===== config.mk =====
export PLATFORM = sky130hd
export DESIGN_NAME = mor1kx_operand_fwd_cappuccino
export DESIGN_NICKNAME = d
export VERILOG_FILES = /design/src/rtl/mor1kx_operand_fwd_cappuccino_pkg.sv /design/src/rtl/mor1kx_operand_fwd_cappuccino_fwd_port.sv /design/src/rtl/mor1kx_operand_fwd_cappuccino.sv
export SDC_FILE = /design/constraint.sdc
export NUM_CORES = 1
export LEC_CHECK = 0
export CORE_AREA = 4 4 110 112
export DETAILED_ROUTE_END_ITERATION = 10
export DIE_AREA = 0 0 114 116
export HOLD_SLACK_MARGIN = 0.06
export PLACE_DENSITY = 0.86
export SYNTH_ARGS = -nofsm -noshare
export SYNTH_HDL_FRONTEND = slang
export SYNTH_HIERARCHICAL = 1
export SYNTH_SLANG_ARGS = --single-unit
export TNS_END_PERCENT = 100

===== constraint.sdc =====
create_clock -name clk -period 4.4 [get_ports clk]
set_clock_uncertainty 0.15 [all_clocks]
set_input_delay 0.66 -clock clk [delete_from_list [all_inputs] [get_ports clk]]
set_output_delay 0.66 -clock clk [all_outputs]
set_load 0.01 [all_outputs]

===== src/rtl/mor1kx_operand_fwd_cappuccino_pkg.sv =====
// mor1kx_operand_fwd_cappuccino_pkg: shared widths and load-use FSM encoding for operand forwarding
package mor1kx_operand_fwd_cappuccino_pkg;
   localparam int FWD_OW = 32;
   localparam int FWD_AW = 5;
   typedef enum logic {
      FWD_RUN       = 1'b0,
      FWD_WAIT_LOAD = 1'b1
   } fwd_state_e;
endpackage


===== src/rtl/mor1kx_operand_fwd_cappuccino_fwd_port.sv =====
// mor1kx_operand_fwd_cappuccino_fwd_port: one operand's source tracking, ctrl match, hold register and mux
module mor1kx_operand_fwd_cappuccino_fwd_port
   import mor1kx_operand_fwd_cappuccino_pkg::*;
#(
   parameter int OPTION_OPERAND_WIDTH = FWD_OW,
   parameter int OPTION_RF_ADDR_WIDTH = FWD_AW
) (
   input  logic                            clk,
   input  logic                            rst,
   input  logic                            padv_decode_i,
   input  logic                            flush_i,
   input  logic                            hold_en_i,
   input  logic                            ctrl_wb_i,
   input  logic [OPTION_RF_ADDR_WIDTH-1:0] dec_adr_i,
   input  logic [OPTION_RF_ADDR_WIDTH-1:0] ctrl_rfd_i,
   input  logic [OPTION_OPERAND_WIDTH-1:0] ctrl_result_i,
   input  logic [OPTION_OPERAND_WIDTH-1:0] rf_i,
   output logic                            match_o,
   output logic [OPTION_OPERAND_WIDTH-1:0] op_o
);
   logic [OPTION_RF_ADDR_WIDTH-1:0] adr_q;
   logic [OPTION_OPERAND_WIDTH-1:0] hold_q;
   logic                            hold_vld_q;
   assign match_o = ctrl_wb_i & (ctrl_rfd_i == adr_q) & (adr_q != '0);
   assign op_o    = hold_vld_q ? hold_q : match_o ? ctrl_result_i : rf_i;
   always_ff @(posedge clk or negedge rst)
      if (!rst) begin
         adr_q      <= '0;
         hold_q     <= '0;
         hold_vld_q <= 1'b0;
      end else if (flush_i) begin
         hold_vld_q <= 1'b0;
      end else if (padv_decode_i) begin
         adr_q      <= dec_adr_i;
         hold_vld_q <= 1'b0;
      end else if (hold_en_i & match_o) begin
         hold_q     <= ctrl_result_i;
         hold_vld_q <= 1'b1;
      end
endmodule


===== src/rtl/mor1kx_operand_fwd_cappuccino.sv =====
// mor1kx_operand_fwd_cappuccino: ctrl-stage forwarding with load-use stall and operand hold
module mor1kx_operand_fwd_cappuccino
   import mor1kx_operand_fwd_cappuccino_pkg::*;
#(
   parameter int OPTION_OPERAND_WIDTH = FWD_OW,
   parameter int OPTION_RF_ADDR_WIDTH = FWD_AW
) (
   input  logic                            clk,
   input  logic                            rst,
   input  logic                            padv_decode_i,
   input  logic                            padv_execute_i,
   input  logic                            padv_ctrl_i,
   input  logic                            pipeline_flush_i,
   input  logic [OPTION_RF_ADDR_WIDTH-1:0] decode_rfa_adr_i,
   input  logic [OPTION_RF_ADDR_WIDTH-1:0] decode_rfb_adr_i,
   input  logic [OPTION_RF_ADDR_WIDTH-1:0] execute_rfd_adr_i,
   input  logic                            execute_rf_wb_i,
   input  logic                            execute_op_load_i,
   input  logic [OPTION_OPERAND_WIDTH-1:0] rfa_i,
   input  logic [OPTION_OPERAND_WIDTH-1:0] rfb_i,
   input  logic [OPTION_OPERAND_WIDTH-1:0] ctrl_result_i,
   input  logic                            ctrl_lsu_valid_i,
   output logic [OPTION_OPERAND_WIDTH-1:0] execute_opa_o,
   output logic [OPTION_OPERAND_WIDTH-1:0] execute_opb_o,
   output logic                            fwd_stall_o
);
   fwd_state_e                      state_q, state_d;
   logic [OPTION_RF_ADDR_WIDTH-1:0] ctrl_rfd_q;
   logic                            ctrl_wb_q, ctrl_load_q;
   logic                            match_a, match_b, hold_en;
   // Hold only once the ctrl result is final: ALU results always, loads when the LSU delivers.
   assign hold_en = padv_ctrl_i & ~padv_execute_i & (~ctrl_load_q | ctrl_lsu_valid_i);
   mor1kx_operand_fwd_cappuccino_fwd_port #(
      .OPTION_OPERAND_WIDTH(OPTION_OPERAND_WIDTH),
      .OPTION_RF_ADDR_WIDTH(OPTION_RF_ADDR_WIDTH)
   ) u_port_a (
      .clk(clk), .rst(rst), .padv_decode_i(padv_decode_i), .flush_i(pipeline_flush_i),
      .hold_en_i(hold_en), .ctrl_wb_i(ctrl_wb_q), .dec_adr_i(decode_rfa_adr_i),
      .ctrl_rfd_i(ctrl_rfd_q), .ctrl_result_i(ctrl_result_i), .rf_i(rfa_i),
      .match_o(match_a), .op_o(execute_opa_o)
   );
   mor1kx_operand_fwd_cappuccino_fwd_port #(
      .OPTION_OPERAND_WIDTH(OPTION_OPERAND_WIDTH),
      .OPTION_RF_ADDR_WIDTH(OPTION_RF_ADDR_WIDTH)
   ) u_port_b (
      .clk(clk), .rst(rst), .padv_decode_i(padv_decode_i), .flush_i(pipeline_flush_i),
      .hold_en_i(hold_en), .ctrl_wb_i(ctrl_wb_q), .dec_adr_i(decode_rfb_adr_i),
      .ctrl_rfd_i(ctrl_rfd_q), .ctrl_result_i(ctrl_result_i), .rf_i(rfb_i),
      .match_o(match_b), .op_o(execute_opb_o)
   );
   always_ff @(posedge clk or negedge rst)
      if (!rst) begin
         state_q     <= FWD_RUN;
         ctrl_rfd_q  <= '0;
         ctrl_wb_q   <= 1'b0;
         ctrl_load_q <= 1'b0;
      end else if (pipeline_flush_i) begin
         state_q   <= FWD_RUN;
         ctrl_wb_q <= 1'b0;
      end else begin
         state_q <= state_d;
         if (padv_execute_i) begin
            ctrl_rfd_q  <= execute_rfd_adr_i;
            ctrl_wb_q   <= execute_rf_wb_i;
            ctrl_load_q <= execute_op_load_i;
         end else if (padv_ctrl_i) begin
            ctrl_wb_q <= 1'b0;
         end
      end
   always_comb begin
      fwd_stall_o = (state_q == FWD_WAIT_LOAD) ? ~ctrl_lsu_valid_i
                  : (match_a | match_b) & ctrl_load_q & ~ctrl_lsu_valid_i;
      state_d     = fwd_stall_o ? FWD_WAIT_LOAD : FWD_RUN;
   end
endmodule


* Word-level counts from Yosys, hierarchy flattened
Cells that the tools add are included.
** Word-level totals
- Output and inout bits :: 65
- Register bits after elaboration :: 84
- Word-level logic and storage cells :: 54
** Cells by class
- Muxes and demuxes :: 16
- Reductions and logical operators :: 9
- Bitwise operators :: 17
- Eq/ne operators :: 2
** Operator list (count)
- two-way mux 32 bit :: 4
- two-way mux 1 bit :: 12
- AND 1 bit :: 10
- == test 5 bit :: 2
- nonzero test 5 bit :: 2
- nonzero test 3 bit :: 3
- AND reduction 3 bit :: 2
- NOT 1 bit :: 5
- AND reduction 2 bit :: 2
- OR 1 bit :: 2

* Depth between registers and ports, before layout
Gate-level depths: netlist (run 1).
- Depth after elaboration :: 9
- Mapped depth :: 7
- Mapped depth without buffers :: 6

* Cells and area by module
Netlist (run 1), hierarchy kept.
** Modules (own cells, without submodules)
- mor1kx_operand_fwd_cappuccino_fwd_port :: instances 2, cells each 279, sequential area each 950.9 um^2, area an instance 2558.7 um^2
- mor1kx_operand_fwd_cappuccino :: instances 1, cells each 25, sequential area each 200.2 um^2, area an instance 367.9 um^2

* Worst setup path before layout (run 1)
No wires, ideal clock.
- Path kind :: reg-to-output
- From :: reg ctrl_rfd_q[2]
- To :: out execute_opa_o[0]
- Required time :: 3.590 ns
- Cell stages (with the launch flop) :: 6
- Arrival time :: 1.769 ns
- Path slack :: 1.821 ns
- Path buffers :: 1
- Cell sequence :: dfrtp_1 or4_4 o211ai_4 clkbuf_1 o21ai_0 a21oi_1
** On the way
- Cells in the longest elaborated chain, start to end :: 5
** RTL lines
- start, declared :: RTL line mor1kx_operand_fwd_cappuccino.sv:28 : logic [OPTION_RF_ADDR_WIDTH-1:0] ctrl_rfd_q;
- start signal, assigned :: RTL line mor1kx_operand_fwd_cappuccino.sv:63 : ctrl_rfd_q <= execute_rfd_adr_i;
- == test 5 bit :: RTL line mor1kx_operand_fwd_cappuccino_fwd_port.sv:24 : assign match_o = ctrl_wb_i & (ctrl_rfd_i == adr_q) & (adr_q != '0);
- AND 1 bit (2 in series) :: RTL line mor1kx_operand_fwd_cappuccino_fwd_port.sv:24
- two-way mux 32 bit (2 in series) :: RTL line mor1kx_operand_fwd_cappuccino_fwd_port.sv:25 : assign op_o = hold_vld_q ? hold_q : match_o ? ctrl_result_i : rf_i;
- end, declared :: RTL line mor1kx_operand_fwd_cappuccino.sv:23 : output logic [OPTION_OPERAND_WIDTH-1:0] execute_opa_o,
Every way passes these cells.

* Final worst setup path (run 1)
- From :: reg ctrl_rfd_q[3]
- To :: out execute_opa_o[25]
The elaborated chain is that of the path after synthesis.

==> results of run 1 <==
## final timing paths
path,slack (ns),cells after the start,end,startpoint
worst max-delay path,0.49,5,execute_opa_o[25],ctrl_rfd_q[3]$_DFFE_PN0P_
worst min-delay path,0.34,1,u_port_a/hold_q[14]$_DFFE_PN0P_,u_port_a/hold_q[14]$_DFFE_PN0P_
worst max register to register,1.24,6,u_port_b/hold_q[25]$_DFFE_PN0P_,ctrl_rfd_q[0]$_DFFE_PN0P_
worst min register to register,0.34,1,u_port_a/hold_q[14]$_DFFE_PN0P_,u_port_a/hold_q[14]$_DFFE_PN0P_
max in group asynchronous,3.01,1,u_port_b/hold_vld_q$_DFFE_PN0P_,rst
min in group asynchronous,0.35,1,ctrl_rfd_q[4]$_DFFE_PN0P_,rst
## power groups by stage
stage / Sequential (mW) / Clock [mW] / Combinational (mW)
2_1_floorplan: 0.861 / 0 / 0.341
3_3_place_gp: 0.870 / 0 / 0.642
3_5_place_dp: 0.873 / 0 / 0.660
4_1_cts: 0.860 / 0.823 / 0.667
5_1_grt: 0.867 / 0.858 / 0.720
6_report: 0.861 / 0.806 / 0.674
## cells in the mapped netlist (3+ instances only)
cell type  count  share of area (%)
a21oi_1       64                5.8
a31oi_1       62                7.1
and3_1        62                7.1
buf_1          6               0.41
buf_6          7                1.4
clkbuf_1      46                3.1
dfrtp_1       84                 38
inv_1          3               0.21
mux2_1         4               0.82
mux2_2        70                 14
mux2_4         6                1.6
nand2_1        3               0.21
nor2_1         4               0.27
nor2b_1       67                7.6
o21ai_0       63                5.7
xnor2_1        6               0.96
xor2_1         4               0.64
## flip-flops by register name, summed over array words and instances, names as in the netlist
signal and cells:
u_port_b/hold_q 32, u_port_b/hold_vld_q 1, ctrl_wb_q 1, u_port_a/adr_q 5, u_port_a/hold_vld_q 1, ctrl_load_q 1
ctrl_rfd_q 5, u_port_a/hold_q 32, u_port_b/adr_q 5, state_q 1
## logic make-up after synthesis
| family | after synthesis | synth area share, % |
|---|---|---|
| compound gates | 198 | 20.6 |
| flops | 84 | 38.3 |
| buf+inv | 62 | 5.20 |
| xor+xnor | 10 | 1.60 |
| simple gates | 149 | 17.5 |
| mux | 80 | 16.8 |
## area by class of cell
| cell class | count | share of cell area (%) |
|---|---|---|
| inverters | 3 | 0.147 |
| well taps | 143 | 2.33 |
| flip-flops and latches | 84 | 27.4 |
| repair buffers | 196 | 25.3 |
| clock buffers | 13 | 3.26 |
| clock inverters | 2 | 0.782 |
| multi-input cells | 437 | 40.8 |
## routing by layer
metal / part of all wire (%) / vias to the layer above / track usage [%]
met3: 8.3 / 32 / 5.43
met1: 41 / 2506 / 33.1
met4: 2.1 / 0 / 10.1
li1: - / 2429 / -
met5: 0 / - / 0
met2: 48 / 285 / 43.7
==> results.md, run 1 <==
* Antenna cells at 0
* Total track usage at 26.0%
* Most frequent cells in the layout: clkdlybuf4s50_1 (183), dfrtp_1 (82), mux2_2 (70), nor2b_1 (67), a21oi_1 (64)
* Residual DRC at 0
* Maximum VDD drop at 0.000281 V
* Critical Path Start Type: register
* Status: complete, no violations
* Critical Setup Path Class: register to primary output
* Hold_buf cts at 0
* Worst path slowest cell: o211a_1
* Via count at around 5.3k
* Top delay family on crit path: compound AO/OA/AOI/OAI gates
* CTS sink count at 84
* Post-route cell area at around 7700 um^2
* Synth cell types at 30
* Switching Fraction at a little under a third
* Number of top-level pins at between 150 and 200
* Synth Flop Type: dfrtp_1
* Slew Limit Fails at 0
* CP max stage delay at slightly above 0.9 ns
* Worst slew margin at about 28%
* First-pass GRT wire length at between 20 and 30 mm
* Synth Instances at between 500 and 600
* Vias in the first global route at 5,156
* Wire per inst at 19.7 um
* CP bufs+invs at 1
* Type of the worst min-delay path: register to register
* Post-CTS Setup Inserts at 0
* Post-synthesis sequential area ratio at a little under two fifths
* Power consumption at 2.34 mW
* Max Clk Rate at 256 MHz
* Final hold slack at roughly 0.34 ns
* Placed instance area at 7370 um^2
* Critical path endpoint category: primary output
* Routability cong. at 0.914
* 1st-iter DRT viols at approximately 490
* Die height at about 120 um
* CTS tree: built
* Initial antenna violation count at 0
* Die area at around 13,000 um^2
* Number of fill cells in the layout at 873
* Area grow syn2layout at 40.0%
* Port bufs at 184
* Gr ovfl total at 0
* Place WS at 0.890 ns
* Final-report hold violation count at 0
* Final setup violation count at 0
* Yosys reg bits at 84
* Crit path DAT at a little over 3 ns
* Largest net degree at the start of global routing at 85
* CP required at 3.59 ns
* Via-to-Cell Ratio at 5.98
* Psw at between 700 and 800 uW
* Post-DP HPWL at 12.0 mm
* H-tree depth at 3
* Tcrit/Tclk final at 88.9%
* Fin nets at 851
* Multi-input combinational cell area at about 3100 um^2
* Effective utilization at floorplan at 48.9%
* Max-cap violations at 0
* Pwr dens at approximately 300 nW/um^2
* Core Region at ~11,000 um^2
* Die X-Extent at 114 um
* Post-Syn Area at 5490 um^2
* Synth async-reset ratio at 100%
* YS warnings at 6
* CP Max Fanout at 31
* Routed wire length at about 17 mm
* Unrepaired setup endpoints after global routing: no
* Sequential cell area at 2100 um^2
* Root buffer cell: clkbuf_16
* Final WS setup at 0.490 ns
* Tmin final at 3.91 ns
* Post-synth EDFFs at 0
* TritonCTS buffer count at 9
* Logic pwr share at 28.8%
* Num rows at 39
* Fin util at 68.4%
* Longest Clk Path Bufs at 2
* Critical path, cell by cell: xnor2_1 -> o211a_1 -> a31oi_1 -> a21oi_1 -> clkdlybuf4s50_1
* Clk_lat worst skew at 0.35 ns
* Worst-margin pin slew at 1.08 ns
* Setup TNS at 0 ns
* Final Non-Filler Cells at around 900
* Number of routed nets with antenna violations at 0
* P_leak at about 3.5 nW
* Avg Inst Size Synth at 9.41 um^2
* Clk slew on worst S/H paths at 0.06 ns
* Layout cells sized above 1 at 15.8%
* Int Power at 1.62 mW
* Post-CTS resize count at 0
* Most common cell after layout, fill and taps aside: clkdlybuf4s50_1
* Placed Cells incl. Taps at 863
* Clock power frac at 34.4%
* Reg power frac at 36.8%
* Syn Nets at 703
* Detailed-router iteration count before antenna repair at 5
No activity file was read; power rests on OpenSTA's default activity.
==> run 2, diff against run 1 <==
--- a/config.mk
+++ b/config.mk
@@ -5,11 +5,12 @@
 export SDC_FILE = /design/constraint.sdc
 export NUM_CORES = 1
 export LEC_CHECK = 0
-export CORE_AREA = 4 4 110 112
+export ABC_AREA = 1
+export CORE_AREA = 2 2 108 110
 export DETAILED_ROUTE_END_ITERATION = 10
-export DIE_AREA = 0 0 114 116
+export DIE_AREA = 0 0 110 112
 export HOLD_SLACK_MARGIN = 0.06
-export PLACE_DENSITY = 0.86
+export PLACE_DENSITY = 0.87
 export SYNTH_ARGS = -nofsm -noshare
 export SYNTH_HDL_FRONTEND = slang
 export SYNTH_HIERARCHICAL = 1
==> results.md, run 2 <==
* YS warnings at 6 (unchanged)
* Antenna cells at 0 (unchanged)
* Num rows at 39 (unchanged)
* Fin nets at 1,109 (+30%)
* Longest Clk Path Bufs at 2 (unchanged)
* Post-synthesis sequential area ratio at 37.6% (-0.70 points)
* Setup TNS at 0 ns (unchanged)
* Clk slew on worst S/H paths at 0.06 ns (about the same)
* R2r worst-path depth at 8 (+2)
* CP required at 3.59 ns (about the same)
* Post-Syn Area at 5590 um^2 (+1.9%)
* Top flop regs: u_port_a/hold_q x32, u_port_b/hold_q x32
* Via-to-Cell Ratio at 5.24 (-12%)
* Type of the worst min-delay path: register to register
* Hold Startpoint: u_port_b/hold_q[18]$_DFFE_PN0P_
* Most frequent cells in the layout: nand2_1 (299), clkdlybuf4s50_1 (183), inv_1 (154), dfrtp_1 (84), nand3_1 (71)
* Area grow syn2layout at 37.9%
* Placed instance area at 7400 um^2 (+0.44%)
* Slew Limit Fails at 0 (unchanged)
* Synth top area cells: dfrtp_1 (38%), nand2_1 (20%), inv_1 (10%), nand4_1 (7.2%), nand3_1 (6.4%)
* Die area at 12,300 um^2 (-6.8%)
* Largest area contributor in the netlist: dfrtp_1
* Initial antenna violation count at 0 (unchanged)
* Residual DRC at 0 (unchanged)
* Root buffer cell: clkbuf_16
* Syn Nets at 957 (+36%)
* Worst slew margin at 23.1% (-5.0 points)
* Critical Setup Path Class: register to primary output
* Post-route cell area at 7700 um^2 (+0.34%)
* Critical path endpoint category: primary output
* Worst path slowest cell: nand3_2
* CTS sink count at 84 (unchanged)
* Crit path DAT at 3.03 ns (-0.07 ns)
* Most numerous cell in the Yosys netlist: nand2_1
* R2R setup slack at 1.68 ns (+0.44 ns)
* Synth cell types at 26 (-13%)
* Clk_lat worst skew at 0.33 ns (-0.02 ns)
* Synth Instances at 837 (+44%)
* Routability cong. at 0.911 (-0.36%)
* Largest net degree at the start of global routing at 85 (unchanged)
* Die X-Extent at 110 um (-3.5%)
* TritonCTS buffer count at 9 (unchanged)
* Synth top cells by count: nand2_1 (299), inv_1 (154), dfrtp_1 (84)
* CP Max Fanout at 34 (+9.7%)
* Status: complete, no violations
* Proportion of netlist area held by the largest area contributor at 37.6% (-0.70 points)
* CTS tree: built
* Detailed-router iteration count before antenna repair at 5 (unchanged)
* Final WS setup at 0.564 ns (+0.0735 ns)
* Hold_buf cts at 0 (unchanged)
* Wire per inst at 15.0 um (-24%)
* Placed Cells incl. Taps at 1,121 (+30%)
* Post-synth EDFFs at 0 (unchanged)
* Worst-margin pin slew at 1.15 ns (+0.0737 ns)
* Via count at 5,960 (+13%)
* Synth Flop Type: dfrtp_1
* Final-report hold violation count at 0 (unchanged)
* Yosys reg bits at 84 (unchanged)
* Layout cells sized above 1 at 6.74% (-9.0 points)
* Die height at 112 um (-3.4%)
* First-pass GRT wire length at 27.3 mm (+1.0%)
* Post-DP HPWL at 11.5 mm (-3.7%)
* CP max stage delay at 0.64 ns (-0.29 ns)
* Tmin final at 3.84 ns (-0.0735 ns)
* Vias in the first global route at 5,633 (+9.3%)
* Effective utilization at floorplan at 50.0% (+1.1 points)
* Critical path, cell by cell: xor2_1 -> nor2_4 -> buf_4 -> nand3_2 -> nand2_1 -> nand3_1 -> nand2_1 -> clkdlybuf4s50_1
* Synth async-reset ratio at 100% (unchanged)
* Max-cap violations at 0 (unchanged)
* Number of fill cells in the layout at 960 (+10%)
* Post-CTS resize count at 0 (unchanged)
* End of the worst hold path: u_port_b/hold_q[18]$_DFFE_PN0P_
* Number of routed nets with antenna violations at 0 (unchanged)
* Port bufs at 184 (unchanged)
* Worst R2R End: u_port_b/hold_q[8]$_DFFE_PN0P_
* Unrepaired setup endpoints after global routing: no
* Hold path depth at 2 (+1)
* Final setup violation count at 0 (unchanged)
* Tcrit/Tclk final at 87.2% (-1.7 points)
* Core Region at 11,200 um^2 (-0.43%)
* Total track usage at 28.0% (+2.0 points)
* Maximum VDD drop at 0.000219 V (-22%)
* Gr ovfl total at 0 (unchanged)
* H-tree depth at 3 (unchanged)
* R2r startpoint: ctrl_rfd_q[2]$_DFFE_PN0P_
* Final hold slack at 0.334 ns (-0.0100 ns)
* Final Non-Filler Cells at 1,137 (+29%)
* Avg Inst Size Synth at 6.68 um^2 (-29%)
* Critical Path Start Type: register
* Critical Path Most Common Cell: nand2_1
* Pwr dens at 265 nW/um^2 (-13%)
* Most common cell after layout, fill and taps aside: nand2_1
* P_leak at 4.04 nW (+16%)
* Max Clk Rate at 261 MHz (+1.9%)
* Number of top-level pins at 185 (unchanged)
* Place WS at 0.962 ns (+0.0715 ns)
* 1st-iter DRT viols at 399 (-18%)
* Routed wire length at 17.1 mm (-1.4%)
* Post-CTS Setup Inserts at 0 (unchanged)
run 2: changes by cell type in the layout (fill, tap and decap cells not counted), moves of 44 or more:
cell     previous run  this run
a21oi_1            64         7
o21ai_1             0        44
nand3_1             0        71
nor2b_1            67         0
inv_1               3       154
a31oi_1            62         0
o21ai_0            63         0
and3_1             62         0
nand2_1             3       299
mux2_2             70         4
nand4_1             0        64
run 2: cell families after synthesis:
family / synth area share, %
mux: 0.806
simple gates: 36.7
buf+inv: 16.1
compound gates: 8.49
flops: 37.6
xor+xnor: 0.314
run 2: worst max-delay path: cells and delay by family (launching register included):
family	cells	cell delay, ns
xor gates and xnor gates	1	0.20
DFF	1	0.42
and+or+nand+nor	5	1.16
buffers and inverters	2	0.92
run 2: report_power, final:
group | internal, mW | total (mW) | switching, mW
Combinational | 0.219 | 0.458 | 0.240
Sequential | 0.800 | 0.822 | 0.0225
Clock | 0.456 | 0.758 | 0.301
Total | 1.47 | 2.04 | 0.564
run 2: worst max path at each step:
stage	endpoint	startpoint	depth (start not counted)	slack, ns
detailed placement	execute_opb_o[15]	u_port_b/adr_q[1]$_DFFE_PN0P_	8	0.96
global route	execute_opb_o[0]	ctrl_rfd_q[0]$_DFFE_PN0P_	10	0.34
global placement	execute_opb_o[1]	u_port_b/adr_q[1]$_DFFE_PN0P_	8	1.01
floorplan	fwd_stall_o	u_port_a/adr_q[1]$_DFFE_PN0P_	9	2.24
finish	execute_opb_o[20]	u_port_b/adr_q[1]$_DFFE_PN0P_	8	0.56
CTS	execute_opb_o[15]	ctrl_rfd_q[0]$_DFFE_PN0P_	10	0.59
run 2: metal layers:
metal	vias to the layer above	track usage, %	wire (um)	part of all wire, %
met3	33	3.81	1300	7.6
met4	0	9.62	355	2.1
met2	258	44.9	8080	47
li1	2918	-	-	-
met1	2751	38.7	7350	43
met5	-	0	0	0
run 2: cell type report:
class	instances	area, um^2	share of cell area (%)
tap	143	179	2.32
sequential	84	2100	27.3
multi-input combinational	543	2620	33.9
clock buffer	11	243	3.15
inverter	157	589	7.65
clock inverter	5	61.3	0.796
timing repair buffer	194	1910	24.8
run 2: per-stage QoR:
| stage | total power [mW] | util (%) |
|---|---|---|
| after floorplan | 1.04 | - |
| after global placement | 1.28 | 66.2 |
| after detailed placement | 1.29 | 66.2 |
| after CTS | 2.05 | 68.9 |
| after global routing | 2.13 | 68.9 |
| final | 2.04 | 68.9 |
